===== config.mk =====
export PLATFORM = sky130hd
export DESIGN_NAME = bomb_scheduler_flat
export DESIGN_NICKNAME = d
export VERILOG_FILES = /design/src/rtl/bomb_pkg.sv /design/src/rtl/bomb_scheduler_if.sv /design/src/rtl/bomb_scheduler_tile_locator.sv /design/src/rtl/bomb_scheduler.sv /design/src/flat_wrapper.sv
export SDC_FILE = /design/constraint.sdc
export NUM_CORES = 1
export LEC_CHECK = 0
export BUFFER_PORTS_ARGS = -buffer_cell sky130_fd_sc_hd__buf_2
export CAP_MARGIN = 30
export CORE_MARGIN = 10
export CORE_UTILIZATION = 50
export CTS_BUF_LIST = sky130_fd_sc_hd__clkbuf_4 sky130_fd_sc_hd__clkbuf_8
export DETAILED_ROUTE_END_ITERATION = 12
export PLACE_DENSITY = 0.67
export SLEW_MARGIN = 40
export SYNTH_ARGS = -nofsm -noshare
export SYNTH_HDL_FRONTEND = slang
export SYNTH_SLANG_ARGS = --single-unit

===== constraint.sdc =====
create_clock -name clk -period 4.7 [get_ports clk]
set_input_delay 0.705 -clock clk [delete_from_list [all_inputs] [get_ports clk]]
set_output_delay 0.705 -clock clk [all_outputs]
set_load 0.05 [all_outputs]

===== src/rtl/bomb_pkg.sv =====
// Shared bomb-slot types, board geometry and blast-cross helper used by the
// scheduler, the object store and the renderer.
package bomb_pkg;

  localparam int          ROWS       = 11;
  localparam int          COLUMNS    = 17;
  localparam int          TILE_ORDER = 5;
  localparam logic [10:0] X_MATRIX   = 11'h020;
  localparam logic [10:0] Y_MATRIX   = 11'h060;

  typedef enum logic [1:0] {
    IDLE  = 2'd0,
    ARMED = 2'd1,
    BLAST = 2'd2
  } slot_state_t;

  typedef struct packed {
    slot_state_t state;
    logic [3:0]  row;
    logic [4:0]  col;
    logic [7:0]  timer;
  } slot_t;

  // Tile (r,c) lies on the cross of a bomb at (br,bc); arms are unbounded by
  // walls and naturally clipped because tile coordinates are never negative.
  function automatic logic in_cross(input logic [3:0] r, input logic [4:0] c,
                                    input logic [3:0] br, input logic [4:0] bc,
                                    input logic [5:0] radius);
    logic signed [5:0] dr;
    logic signed [5:0] dc;
    logic [5:0]        adr;
    logic [5:0]        adc;
    dr  = $signed({2'b00, r}) - $signed({2'b00, br});
    dc  = $signed({1'b0, c}) - $signed({1'b0, bc});
    adr = dr[5] ? 6'(-dr) : 6'(dr);
    adc = dc[5] ? 6'(-dc) : 6'(dc);
    return ((r == br) && (adc <= radius)) || ((c == bc) && (adr <= radius));
  endfunction

endpackage


===== src/rtl/bomb_scheduler_if.sv =====
// Drop-request handshake between the player controller and the bomb scheduler.
interface bomb_scheduler_if;
  logic       drop_req;
  logic [3:0] drop_row;
  logic [4:0] drop_col;
  logic       drop_ack;
  logic       drop_nack;

  modport master (output drop_req, drop_row, drop_col, input drop_ack, drop_nack);
  modport slave  (input drop_req, drop_row, drop_col, output drop_ack, drop_nack);
endinterface


===== src/rtl/bomb_scheduler_tile_locator.sv =====
// Maps a scan position to board tile coordinates; pixels left of or above the
// board wrap to large values after subtraction and are rejected explicitly.
module tile_locator #(
  parameter logic [10:0] X_MATRIX   = bomb_pkg::X_MATRIX,
  parameter logic [10:0] Y_MATRIX   = bomb_pkg::Y_MATRIX,
  parameter int          TILE_ORDER = bomb_pkg::TILE_ORDER,
  parameter int          ROWS       = bomb_pkg::ROWS,
  parameter int          COLUMNS    = bomb_pkg::COLUMNS
) (
  input  logic [10:0] pixel_x,
  input  logic [10:0] pixel_y,
  output logic        on_board,
  output logic [3:0]  tile_row,
  output logic [4:0]  tile_col
);

  logic [10:0] dx;
  logic [10:0] dy;
  logic [10:0] col_full;
  logic [10:0] row_full;

  assign dx       = pixel_x - X_MATRIX;
  assign dy       = pixel_y - Y_MATRIX;
  assign col_full = dx >> TILE_ORDER;
  assign row_full = dy >> TILE_ORDER;

  assign on_board = (pixel_x >= X_MATRIX) && (pixel_y >= Y_MATRIX) &&
                    (col_full < 11'(COLUMNS)) && (row_full < 11'(ROWS));
  assign tile_col = col_full[4:0];
  assign tile_row = row_full[3:0];

endmodule


===== src/rtl/bomb_scheduler.sv =====
// Bomb lifecycle owner: drop arbitration, per-slot fuse/blast timers with chain
// reactions, and registered per-pixel explosion / bomb-draw indications.
module bomb_scheduler #(
  parameter int          NUM_BOMBS    = 4,
  parameter int          FUSE_FRAMES  = 120,
  parameter int          BLAST_FRAMES = 30,
  parameter int          BLAST_RADIUS = 2,
  parameter logic [10:0] X_MATRIX     = bomb_pkg::X_MATRIX,
  parameter logic [10:0] Y_MATRIX     = bomb_pkg::Y_MATRIX,
  parameter int          TILE_ORDER   = bomb_pkg::TILE_ORDER,
  parameter int          ROWS         = bomb_pkg::ROWS,
  parameter int          COLUMNS      = bomb_pkg::COLUMNS
) (
  input  logic                   clk,
  input  logic                   rst,
  input  logic                   start_of_frame,
  input  logic [10:0]            pixel_x,
  input  logic [10:0]            pixel_y,
  bomb_scheduler_if.slave        drop_if,
  output logic                   explosion,
  output logic                   bomb_pixel,
  output logic [3:0]             active_count
);

  import bomb_pkg::*;

  localparam logic [5:0] RADIUS = 6'(BLAST_RADIUS);
  localparam logic [7:0] FUSE   = 8'(FUSE_FRAMES);
  localparam logic [7:0] BURN   = 8'(BLAST_FRAMES);

  slot_t      slots      [NUM_BOMBS];
  slot_t      slots_next [NUM_BOMBS];
  logic       accept;
  logic [3:0] next_count;
  logic       on_board;
  logic [3:0] tile_row;
  logic [4:0] tile_col;
  logic       explosion_d;
  logic       bomb_pixel_d;

  tile_locator #(
    .X_MATRIX  (X_MATRIX),
    .Y_MATRIX  (Y_MATRIX),
    .TILE_ORDER(TILE_ORDER),
    .ROWS      (ROWS),
    .COLUMNS   (COLUMNS)
  ) u_tile_locator (
    .pixel_x (pixel_x),
    .pixel_y (pixel_y),
    .on_board(on_board),
    .tile_row(tile_row),
    .tile_col(tile_col)
  );

  // Drop arbitration and the frame tick both look only at pre-edge slot
  // values, so a slot finishing its blast this tick is not yet free.
  always_comb begin
    logic tile_ok;
    logic occupied;
    logic free_found;
    logic chained;
    logic loaded;
    // NOTE: every combinational output gets a default up front so no path
    // leaves it unassigned, which would otherwise infer a latch.
    slots_next = slots;
    next_count = '0;
    tile_ok    = (drop_if.drop_row < 4'(ROWS)) && (drop_if.drop_col < 5'(COLUMNS));
    occupied   = 1'b0;
    free_found = 1'b0;
    chained    = 1'b0;
    loaded     = 1'b0;

    for (int i = 0; i < NUM_BOMBS; i++) begin
      if (slots[i].state != IDLE && slots[i].row == drop_if.drop_row &&
          slots[i].col == drop_if.drop_col)
        occupied = 1'b1;
      if (slots[i].state == IDLE)
        free_found = 1'b1;
    end
    accept = drop_if.drop_req && tile_ok && !occupied && free_found;

    if (start_of_frame) begin
      for (int i = 0; i < NUM_BOMBS; i++) begin
        chained = 1'b0;
        for (int j = 0; j < NUM_BOMBS; j++)
          if (slots[j].state == BLAST &&
              in_cross(slots[i].row, slots[i].col, slots[j].row, slots[j].col, RADIUS))
            chained = 1'b1;
        case (slots[i].state)
          ARMED: begin
            if (slots[i].timer == 8'd1 || chained) begin
              slots_next[i].state = BLAST;
              slots_next[i].timer = BURN;
            end else begin
              slots_next[i].timer = slots[i].timer - 8'd1;
            end
          end
          BLAST: begin
            if (slots[i].timer == 8'd1) begin
              slots_next[i].state = IDLE;
              slots_next[i].timer = '0;
            end else begin
              slots_next[i].timer = slots[i].timer - 8'd1;
            end
          end
          default: ;
        endcase
      end
    end

    // The chosen slot was IDLE before the edge, so the tick never touches it
    // and the fresh fuse starts undecremented.
    if (accept) begin
      for (int i = 0; i < NUM_BOMBS; i++) begin
        if (!loaded && slots[i].state == IDLE) begin
          slots_next[i] = '{state: ARMED, row: drop_if.drop_row,
                            col: drop_if.drop_col, timer: FUSE};
          loaded = 1'b1;
        end
      end
    end

    for (int i = 0; i < NUM_BOMBS; i++)
      if (slots_next[i].state != IDLE)
        next_count = next_count + 4'd1;
  end

  always_comb begin
    explosion_d  = 1'b0;
    bomb_pixel_d = 1'b0;
    for (int i = 0; i < NUM_BOMBS; i++) begin
      if (on_board && slots[i].state == BLAST &&
          in_cross(tile_row, tile_col, slots[i].row, slots[i].col, RADIUS))
        explosion_d = 1'b1;
      if (on_board && slots[i].state == ARMED &&
          slots[i].row == tile_row && slots[i].col == tile_col)
        bomb_pixel_d = 1'b1;
    end
  end

  // NOTE: sequential state uses non-blocking assignments so every register
  // samples pre-edge values regardless of statement order.
  always_ff @(posedge clk) begin
    if (rst) begin
      for (int i = 0; i < NUM_BOMBS; i++)
        slots[i] <= '{state: IDLE, row: '0, col: '0, timer: '0};
      drop_if.drop_ack  <= 1'b0;
      drop_if.drop_nack <= 1'b0;
      explosion         <= 1'b0;
      bomb_pixel        <= 1'b0;
      active_count      <= '0;
    end else begin
      slots             <= slots_next;
      drop_if.drop_ack  <= accept;
      drop_if.drop_nack <= drop_if.drop_req && !accept;
      explosion         <= explosion_d;
      bomb_pixel        <= bomb_pixel_d;
      active_count      <= next_count;
    end
  end

endmodule


===== src/flat_wrapper.sv =====
// flat-port wrapper written by rule: the top's interface ports become plain ports
module bomb_scheduler_flat import bomb_pkg::*;
#(
  parameter int          NUM_BOMBS    = 4,
  parameter int          FUSE_FRAMES  = 120,
  parameter int          BLAST_FRAMES = 30,
  parameter int          BLAST_RADIUS = 2,
  parameter logic [10:0] X_MATRIX     = bomb_pkg::X_MATRIX,
  parameter logic [10:0] Y_MATRIX     = bomb_pkg::Y_MATRIX,
  parameter int          TILE_ORDER   = bomb_pkg::TILE_ORDER,
  parameter int          ROWS         = bomb_pkg::ROWS,
  parameter int          COLUMNS      = bomb_pkg::COLUMNS
)
  (clk, rst, start_of_frame, pixel_x, pixel_y, explosion, bomb_pixel, active_count, drop_if_drop_req, drop_if_drop_row, drop_if_drop_col, drop_if_drop_ack, drop_if_drop_nack);
  bomb_scheduler_if drop_if_i ();
  input  logic clk;
  input  logic rst;
  input  logic start_of_frame;
  input  logic [10:0] pixel_x;
  input  logic [10:0] pixel_y;
  output logic explosion;
  output logic bomb_pixel;
  output logic [3:0] active_count;
  input wire logic [$bits(drop_if_i.drop_req)-1:0] drop_if_drop_req;
  input wire logic [$bits(drop_if_i.drop_row)-1:0] drop_if_drop_row;
  input wire logic [$bits(drop_if_i.drop_col)-1:0] drop_if_drop_col;
  output wire logic [$bits(drop_if_i.drop_ack)-1:0] drop_if_drop_ack;
  output wire logic [$bits(drop_if_i.drop_nack)-1:0] drop_if_drop_nack;
  assign drop_if_i.drop_req = drop_if_drop_req;
  assign drop_if_i.drop_row = drop_if_drop_row;
  assign drop_if_i.drop_col = drop_if_drop_col;
  assign drop_if_drop_ack = drop_if_i.drop_ack;
  assign drop_if_drop_nack = drop_if_i.drop_nack;
  bomb_scheduler #(.NUM_BOMBS(NUM_BOMBS), .FUSE_FRAMES(FUSE_FRAMES), .BLAST_FRAMES(BLAST_FRAMES), .BLAST_RADIUS(BLAST_RADIUS), .X_MATRIX(X_MATRIX), .Y_MATRIX(Y_MATRIX), .TILE_ORDER(TILE_ORDER), .ROWS(ROWS), .COLUMNS(COLUMNS)) u_core (.clk(clk), .rst(rst), .start_of_frame(start_of_frame), .pixel_x(pixel_x), .pixel_y(pixel_y), .drop_if(drop_if_i), .explosion(explosion), .bomb_pixel(bomb_pixel), .active_count(active_count));
endmodule

==> qor.yml <==
drtAntennaViolNets: 0
core_sq_um: 23600
syn_area_sq_um: 12100
rows: 56
holdBufCountCts: 0
path_max_fanout: 5
async_reset_ff_share_pct: 0
grt-ovfl-total: 0
final_hold_viol_count: 0
maxCapViolations: 0
syn_nets: 1795
fin_tns_setup_ps: 0
antenna_found_initial: 0
maxSlewViolCount: 0
intPower_mw: 1.21
clkTransAtPathRegs_ps: 110
gp_congestion: 0.937
ys.flop_type: "dfxtp_1"
io_buffers: 37
synthCells: 1558
critPathRequiredTime_ps: 5020
cts.sinks: 84
design_area_sq_um: 13100
p_leak_nw: 5.22
grt.total_usage_pct: 23.6
dpl_worst_slack_ps: 320
dieWidth_um: 175
clock_skew_ps: 20.5
cp_top_family: "simple AND/OR/NAND/NOR gates"
max_slew_margin_pct: 53.3
p_comb_share_pct: 36.4
placed_cell_area_sq_um: 12800
min_path_type: "flip-flop to flip-flop"
post-dp-hpwl_um: 29500
fmax_mhz: 223
final.setup.worst_slack_ps: 212
routed_wl_um: 37100
ctsRootBufferMaster: "clkbuf_8"
critical_path.slowest_cell: "nor3_1"
period_share_pct: 95.5
grt_pass1_vias: 11000
worst_setup_path_end_kind: "flip-flop"
status: "finished, final reports clean"
slowest_delay_ps: 510
path_buf_inv: 3
wl_per_cell_um: 19.2
cts_tree: "built"
num_io_pins: 43
seqPwrFrac_pct: 37.6
synth_edf_count: 0
via_per_inst: 6.06
start_util_pct: 51.2
setup_viol: 0
p_sw_mw: 0.757
firstDrtPassIters: 5
synth.avg_cell_area_sq_um: 7.76
ys_ff_latch: 84
min_period_ps: 4490
grt_max_degree: 39
layout-drive-gt1-share_pct: 9.05
htreeDepth: 3
synthDistinctLibCells: 91
clockBufferDepth: 2
arrival_ps: 4800
final_nets: 1845
die_h_um: 175
area_growth_pct: 8.03
p_per_area_nw_per_um2: 151
path_cells: "inv_1, ha_1, nor2b_1, or3_1, a221oi_1, o211ai_1, nor3_1, nor4b_2, buf_4, nor4b_2, buf_4, a21o_1, and2_1, ha_1, xnor2_1, or4_1, a21oi_1"
ir_drop_v: 0.000121
p_clk_share_pct: 25.9
startpoint_type: "flip-flop"
tightest_slew_ps: 700
switching_share_pct: 38.5
dieArea_sq_um: 30800
ys_seq_area_share_pct: 13.9
rsz0062_at_grt: "false"
grt_pass1_wl_um: 59300
path_class: "flip-flop to flip-flop"
drc_errors: 0
clk_latency_ps: 400
ys.warnings.count: 0
r2r_slack_ps: 210
drt-initial-drc-count: 1064
numCtsBuffers: 9
num_antenna_cells: 0
num_vias: 11700
-- state kept, by name, summed over array words and instances (netlist names) --
signal,cells
u_core.active_count,4
u_core.bomb_pixel,1
u_core.drop_if.drop_ack,1
u_core.drop_if.drop_nack,1
u_core.explosion,1
u_core.slots,76
-- repair_timing --
action                                  4_1_cts  5_1_grt
endpoints found under the setup margin        0        2
buffers inserted                              0        0
gates resized for setup                       0        4
-- cell usage after synthesis (10+ instances only) --
library cell / n / share of area, %
buf_2: 19 / 0.79
nor3_1: 38 / 1.6
clkbuf_1: 30 / 0.93
xor2_1: 53 / 3.8
dfxtp_1: 84 / 14
nor4_1: 14 / 0.72
nor3b_1: 11 / 0.68
mux2i_1: 44 / 3.6
a21o_1: 32 / 2.0
nand3_1: 47 / 1.9
xnor2_1: 54 / 3.9
o21ai_0: 76 / 3.1
o211ai_1: 22 / 1.4
nand2_1: 103 / 3.2
nand3b_1: 15 / 0.93
a21oi_1: 119 / 4.9
ha_1: 170 / 18
o21a_1: 11 / 0.68
nor2b_1: 32 / 1.7
nor2_1: 130 / 4.0
and2_1: 14 / 0.72
a31oi_1: 22 / 1.1
inv_1: 123 / 3.8
or4_1: 12 / 0.75
fa_1: 32 / 5.3
o2111ai_1: 11 / 0.80
nand2b_1: 36 / 1.9
nand4_1: 19 / 0.98
and4_1: 10 / 0.72
-- power by group through the flow --
stage / registers (mW) / logic, mW / clock network, mW
2_1_floorplan: 0.763 / 0.511 / 0
3_3_place_gp: 0.756 / 0.682 / 0
3_5_place_dp: 0.756 / 0.697 / 0
4_1_cts: 0.740 / 0.701 / 0.522
5_1_grt: 0.742 / 0.791 / 0.547
6_report: 0.740 / 0.716 / 0.510
-- cells in the final DEF (no fill, tap or decap), types with 10 or more instances in the layout --
cell type | netlist | final
a21o_1 | 32 | 32
dfxtp_1 | 84 | 82
inv_1 | 123 | 123
nand2b_1 | 36 | 36
nor3_1 | 38 | 38
mux2i_1 | 44 | 44
nor2_1 | 130 | 130
xnor2_1 | 54 | 54
nor3b_1 | 11 | 10
fa_1 | 32 | 32
o21ai_0 | 76 | 76
o21a_1 | 11 | 11
a31oi_1 | 22 | 22
o211ai_1 | 22 | 22
buf_4 | 3 | 57
ha_1 | 170 | 170
nand2_1 | 103 | 103
and4_1 | 10 | 10
a21oi_1 | 119 | 119
nor4_1 | 14 | 14
nor2b_1 | 32 | 32
or4_1 | 12 | 12
nand3_1 | 47 | 47
nand3b_1 | 15 | 15
and2_1 | 14 | 14
xor2_1 | 53 | 53
nand4_1 | 19 | 19
buf_2 | 19 | 37
o2111ai_1 | 11 | 11
-- tightest hold or removal path, delay by kind of cell, from the launching register on --
| kind | cells | cell delay [ps] |
|---|---|---|
| AO/OA/AOI/OAI | 1 | 50 |
| flip-flops | 1 | 330 |
| AND/OR/NAND/NOR | 1 | 60 |
-- per-stage QoR --
stage | cells | hold slack (ps) | util [%] | power (mW)
final | 1932 | 477 | 55.3 | 1.97
after floorplan | 1558 | 442 | - | 1.27
after global routing | 1932 | 502 | 55.3 | 2.08
after detailed placement | 1915 | 467 | 54.4 | 1.45
after global placement | 1915 | 454 | 54.4 | 1.44
after CTS | 1931 | 480 | 55.1 | 1.96
-- path summary, 6_finish.rpt --
| kind | cells after the start | from | end |
|---|---|---|---|
| worst max-delay path | 17 | u_core.slots[33] | u_core.active_count[2] |
| worst min-delay path | 2 | u_core.slots[26] | u_core.slots[26] |
| worst max register to register | 17 | u_core.slots[33] | u_core.active_count[2] |
| worst min register to register | 2 | u_core.slots[26] | u_core.slots[26] |
-- final cells by class --
type	count	area, sq um
inverters	126	473
well taps	319	399
repair buffers	95	641
multi-input cells	1292	9690
flip-flops and latches	84	1680
fillers	2265	10600
clock inverters	7	50.0
clock buffers	9	124
-- metal layers --
metal  track usage [%]  wire [um]
met3              2.94       2130
met2              37.9      16900
met5                 0          0
met4              9.15       1250
met1              31.5      16900
-- logic make-up (layout without fill, tap and decap cells) --
kind of cell | count (synthesis) | after routing | share of synthesized area, %
AO/OA/AOI/OAI | 395 | 395 | 21.1
XOR/XNOR | 107 | 107 | 7.75
adder cells (fa/ha/maj) | 202 | 202 | 22.9
buffers and inverters | 182 | 237 | 6.14
flip-flops | 84 | 84 | 13.9
multiplexers | 53 | 53 | 4.67
other | 1 | 1 | 0.0310
AND/OR/NAND/NOR | 534 | 534 | 23.5
Power figures use the tool's default switching activity.
